===== src/rtl/mem_arb_pkg.sv =====
// Shared types and constants for the I/D cache memory-port arbiter.
package mem_arb_pkg;

  localparam int BEAT_BYTES          = 8;
  localparam int DEFAULT_BLOCK_WORDS = 8;

  typedef enum logic [1:0] {
    ST_IDLE    = 2'd0,
    ST_GRANT_I = 2'd1,
    ST_GRANT_D = 2'd2,
    ST_DONE    = 2'd3
  } arb_state_t;

endpackage


===== src/rtl/burst_beat_counter.sv =====
// Beat index within a cache-line burst: load to zero, advance on enable,
// flag the final beat.
module burst_beat_counter #(
  parameter int BLOCK_WORDS = 8
) (
  input  logic                           i_clk,
  input  logic                           i_arst,
  input  logic                           i_load,
  input  logic                           i_en,
  output logic [$clog2(BLOCK_WORDS)-1:0] o_count,
  output logic                           o_tc
);

  localparam int IDX_W = $clog2(BLOCK_WORDS);

  logic [IDX_W-1:0] cnt_q, cnt_d;

  // NOTE: every path assigns cnt_d a default first, so no latch is inferred.
  always_comb begin
    cnt_d = cnt_q;
    if (i_load) begin
      cnt_d = '0;
    end else if (i_en) begin
      cnt_d = cnt_q + IDX_W'(1);
    end
  end

  // NOTE: registers use non-blocking assignment so all flops see pre-edge values.
  always_ff @(posedge i_clk) begin
    if (i_arst) begin
      cnt_q <= '0;
    end else begin
      cnt_q <= cnt_d;
    end
  end

  assign o_count = cnt_q;
  assign o_tc    = (cnt_q == IDX_W'(BLOCK_WORDS - 1));

endmodule


===== src/rtl/mem_port_arbiter.sv =====
// Shares one memory port between I-cache fills and D-cache fills/writebacks,
// moving whole cache lines as bursts of 8-byte beats.
module mem_port_arbiter
  import mem_arb_pkg::*;
#(
  parameter int ADDR_WIDTH  = 64,
  parameter int DATA_WIDTH  = 64,
  parameter int BLOCK_WORDS = DEFAULT_BLOCK_WORDS
) (
  input  logic                           i_clk,
  input  logic                           i_arst,
  input  logic                           i_icache_req,
  input  logic [ADDR_WIDTH-1:0]          i_icache_addr,
  input  logic                           i_dcache_req,
  input  logic                           i_dcache_we,
  input  logic [ADDR_WIDTH-1:0]          i_dcache_addr,
  input  logic [DATA_WIDTH-1:0]          i_dcache_wdata,
  input  logic                           i_mem_ready,
  input  logic [DATA_WIDTH-1:0]          i_mem_rdata,
  output logic                           o_mem_req,
  output logic                           o_mem_we,
  output logic [ADDR_WIDTH-1:0]          o_mem_addr,
  output logic [DATA_WIDTH-1:0]          o_mem_wdata,
  output logic [$clog2(BLOCK_WORDS)-1:0] o_beat_idx,
  output logic                           o_icache_valid,
  output logic                           o_dcache_valid,
  output logic [DATA_WIDTH-1:0]          o_rdata,
  output logic                           o_icache_done,
  output logic                           o_dcache_done,
  output logic                           o_busy
);

  localparam int IDX_W      = $clog2(BLOCK_WORDS);
  localparam int BEAT_SHIFT = $clog2(BEAT_BYTES);
  localparam logic [ADDR_WIDTH-1:0] LINE_MASK = ~ADDR_WIDTH'(BLOCK_WORDS * BEAT_BYTES - 1);

  arb_state_t             state_q, state_d;
  logic [ADDR_WIDTH-1:0]  base_q, base_d;
  logic                   we_q, we_d;
  logic                   own_dcache_q, own_dcache_d;
  logic                   starved_q, starved_d;
  logic                   cnt_load, cnt_en, cnt_tc;
  logic [IDX_W-1:0]       beat_idx;
  logic                   in_grant;

  assign in_grant = (state_q == ST_GRANT_I) || (state_q == ST_GRANT_D);
  assign cnt_en   = in_grant && i_mem_ready;

  burst_beat_counter #(.BLOCK_WORDS(BLOCK_WORDS)) u_beat_cnt (
    .i_clk   (i_clk),
    .i_arst  (i_arst),
    .i_load  (cnt_load),
    .i_en    (cnt_en),
    .o_count (beat_idx),
    .o_tc    (cnt_tc)
  );

  always_ff @(posedge i_clk) begin
    if (i_arst) begin
      state_q      <= ST_IDLE;
      base_q       <= '0;
      we_q         <= 1'b0;
      own_dcache_q <= 1'b0;
      starved_q    <= 1'b0;
    end else begin
      state_q      <= state_d;
      base_q       <= base_d;
      we_q         <= we_d;
      own_dcache_q <= own_dcache_d;
      starved_q    <= starved_d;
    end
  end

  // D normally wins a tie; once I has lost a tie it wins the next one.
  always_comb begin
    state_d      = state_q;
    base_d       = base_q;
    we_d         = we_q;
    own_dcache_d = own_dcache_q;
    starved_d    = starved_q;
    cnt_load     = 1'b0;
    case (state_q)
      ST_IDLE: begin
        if (i_dcache_req && !(i_icache_req && starved_q)) begin
          state_d      = ST_GRANT_D;
          base_d       = i_dcache_addr & LINE_MASK;
          we_d         = i_dcache_we;
          own_dcache_d = 1'b1;
          starved_d    = starved_q | i_icache_req;
          cnt_load     = 1'b1;
        end else if (i_icache_req) begin
          state_d      = ST_GRANT_I;
          base_d       = i_icache_addr & LINE_MASK;
          we_d         = 1'b0;
          own_dcache_d = 1'b0;
          starved_d    = 1'b0;
          cnt_load     = 1'b1;
        end
      end
      ST_GRANT_I, ST_GRANT_D: begin
        if (i_mem_ready && cnt_tc) begin
          state_d = ST_DONE;
        end
      end
      ST_DONE: state_d = ST_IDLE;
      default: state_d = ST_IDLE;
    endcase
  end

  always_comb begin
    o_mem_req      = 1'b0;
    o_mem_we       = 1'b0;
    o_mem_addr     = '0;
    o_mem_wdata    = '0;
    o_beat_idx     = '0;
    o_icache_valid = 1'b0;
    o_dcache_valid = 1'b0;
    o_rdata        = '0;
    o_icache_done  = 1'b0;
    o_dcache_done  = 1'b0;
    o_busy         = 1'b0;
    if (!i_arst) begin
      o_busy     = (state_q != ST_IDLE);
      o_mem_we   = we_q;
      o_beat_idx = beat_idx;
      o_rdata    = i_mem_rdata;
      if (in_grant) begin
        o_mem_req  = 1'b1;
        o_mem_addr = base_q + ADDR_WIDTH'({beat_idx, {BEAT_SHIFT{1'b0}}});
      end
      if (state_q == ST_GRANT_D && we_q) begin
        o_mem_wdata = i_dcache_wdata;
      end
      o_icache_valid = (state_q == ST_GRANT_I) && i_mem_ready && !we_q;
      o_dcache_valid = (state_q == ST_GRANT_D) && i_mem_ready && !we_q;
      o_icache_done  = (state_q == ST_DONE) && !own_dcache_q;
      o_dcache_done  = (state_q == ST_DONE) && own_dcache_q;
    end
  end

endmodule


===== config.mk =====
export PLATFORM = sky130hd
export DESIGN_NAME = mem_port_arbiter
export DESIGN_NICKNAME = d
export VERILOG_FILES = /design/src/rtl/mem_arb_pkg.sv /design/src/rtl/burst_beat_counter.sv /design/src/rtl/mem_port_arbiter.sv
export SDC_FILE = /design/constraint.sdc
export NUM_CORES = 1
export LEC_CHECK = 0
export ABC_AREA = 1
export ABC_CLOCK_PERIOD_IN_PS = 2700
export CAP_MARGIN = 20
export CORE_AREA = 2 2 180 182
export DETAILED_ROUTE_END_ITERATION = 8
export DIE_AREA = 0 0 182 184
export SLEW_MARGIN = 20
export SYNTH_ARGS = -nofsm -noshare
export SYNTH_HDL_FRONTEND = slang
export SYNTH_SLANG_ARGS = --single-unit

===== constraint.sdc =====
create_clock -name i_clk -period 2.7 [get_ports i_clk]
set_clock_uncertainty 0.15 [all_clocks]
set_input_delay 0.675 -clock i_clk [delete_from_list [all_inputs] [get_ports i_clk]]
set_output_delay 0.675 -clock i_clk [all_outputs]
set_load 0.005 [all_outputs]

==> run metrics <==
Reg area approximately 0.0013 sq mm; grt total ovfl 0; final instance area roughly 0.010 sq mm; clk root buf clkbuf_16; YS warnings 0; synthesis-to-finish area growth 120%; core area about 0.031 sq mm; crit-path max FO 1; FFs w/ async S/R, synth 0; initial antenna violation count 2; CTS max path bufs 2; Min Clock Period, post-route 2.69 ns; Fillers 3382; Yosys top cell area share 0.277; endpoint class of the critical path output port; WHS 0.312 ns; Initial DRC Count 199; Via density 3.72; multi-input logic area 0.00255 sq mm; top-count cell post-synth nor2_1; synth top area cells dfxtp_1, nor2_1, inv_1; crit start category primary input; hpwl dp 20100 um; Max Clk Rate between 0.3 and 0.4 GHz; period utilization 0.997; die width 182 um; Initial Util 0.152; num rows between 60 and 70; DRT Pass-1 Iters 4; hold_buf cts 0; FF-to-FF path depth 9; CTS buffer count 9; most common library cells after synthesis nor2_1, inv_1, nand2_1, dfxtp_1, or2_0; die area 0.0335 sq mm; gp weighted congestion 0.793; Post-Layout Cell Count between 1500 and 2000; cell taking the most area after synthesis dfxtp_1; Residual DRC 0; Mapped Cells about 850; final setup fails 0; VDD IR max 295 uV; Routed WL around 27000 um; overall power 5.77 mW; HP Class reg -> reg; Post-synth EDFFs 0; Clk Latency, worst-skew pair 0.34 ns; WP data arrival 1.87 ns; Placed Area 0.00978 sq mm; share of the yosys chip area belonging to registers 0.277; status finished, final reports clean; Hold Vio Cnt, Final 0; max_cap viols 0; count of different cell masters after synthesis 26; htree depth 3; placed cells ~1700; Worst Setup Slack, final roughly 0.0085 ns; total track usage 0.154; register bit count reported by yosys 66; hold depth 2; routed len/inst roughly 16 um; # clock sinks 66; clock-pin transition on the worst setup and hold timing paths 0.06 ns; share of post-route cells with drive strength above 1 0.117; vias ~6400; pin count of the biggest net entering global routing 45; vias in the first global route 6305; TritonCTS clock tree yes; Ports between 400 and 500; Net count, final 1585; leakage power 5.68 nW; Synth Cell Area 0.00477 sq mm; Detail Route Antenna Nets 0; unrepaired setup endpoints after global routing yes; first-pass GRT wire length 38400 um; fin. max-slew vios 0; PwrDens 549 mW/mm^2; # port buffers about 450; syn_area_per_cell 5.60 sq um; ANT cells 0; Setup CP Type in -> out; Critical Path RT 1.88 ns; pre-CTS setup slack -0.262 ns; Chip Height 184 um; top_reg_cell synth dfxtp_1
where the power goes:
| part | total, mW | leakage [nW] | internal, mW | switching [mW] |
|---|---|---|---|---|
| clock | 1.35 | 0.160 | 0.819 | 0.535 |
| sequential | 1.37 | 0.547 | 1.29 | 0.0822 |
| combinational | 3.04 | 4.97 | 1.46 | 1.58 |
sequential cells by signal, summed over array words and instances (netlist names):
signal and count:
starved_q 1, we_q 1, base_q 58, own_dcache_q 1, state_q 2, u_beat_cnt.o_count 3
layer usage:
layer | up-vias | GRT usage | share of wire
met5 | - | 0 | 0.0013
met4 | 4 | 0.0339 | 0.015
met3 | 27 | 0.0664 | 0.099
met2 | 258 | 0.275 | 0.48
met1 | 2789 | 0.170 | 0.40
li1 | 3335 | - | -
path summary, 6_finish.rpt:
check                      to            start  slack, ns
hold / removal     base_q[52]       base_q[52]       0.31
setup / recovery  o_rdata[13]  i_mem_rdata[13]      0.008
setup reg to reg   base_q[59]       state_q[1]       0.96
hold reg to reg    base_q[52]       base_q[52]       0.31
through the flow:
| step | TNS [ns] | utilization |
|---|---|---|
| 2_1_floorplan | 0 | - |
| 3_3_place_gp | -17.48 | 0.312 |
| 3_5_place_dp | -20.17 | 0.312 |
| 4_1_cts | -0.765 | 0.327 |
| 5_1_grt | -0.0512 | 0.334 |
| 6_report | 0 | 0.334 |
critical path, stage by stage:
cell,delay [ns]
clkdlybuf4s50_1,0.45
inv_1,0.05
nor2_1,0.14
clkdlybuf4s50_1,0.55
placed cells by master, fill, tap and decap left out, types with 4 or more instances in the layout:
cell and n:
clkdlybuf4s50_1 307, nor2_1 282, inv_1 196, nand2_1 78
dlygate4sd2_1 78, dfxtp_1 63, or2_0 57, buf_4 40
dlymetal6s2s_1 35, o21ai_1 30, nor2_2 25, o21ai_2 19
o21ai_0 12, buf_2 12, clkbuf_16 11, buf_12 9
clkdlybuf4s15_1 6, a21oi_1 5, clkbuf_2 5, nor2_4 4
inv_2 4, nor3_1 4, nand3_1 4, ha_1 4
buf_16 4
repair_timing:
item	4_1_cts	5_1_grt
pin swaps	2	4
setup buffers	9	13
setup endpoints to repair	160	42
gates resized for setup	164	59
cloned	5	3
layout make-up:
cell class | count | area share
repair buffers | 501 | 0.480
well taps | 402 | 0.0479
clock inverters | 7 | 0.00953
clock buffers | 9 | 0.0215
flip-flops and latches | 66 | 0.126
inverters | 201 | 0.0721
multi-input cells | 538 | 0.243
cell families after synthesis:
group,share of synthesized area
buf+inv,0.211
fa+ha+maj,0.0157
xor+xnor,0.00184
compound gates,0.0856
simple gates,0.408
other cells,0.000787
flops,0.277
Power figures use the tool's default switching activity.
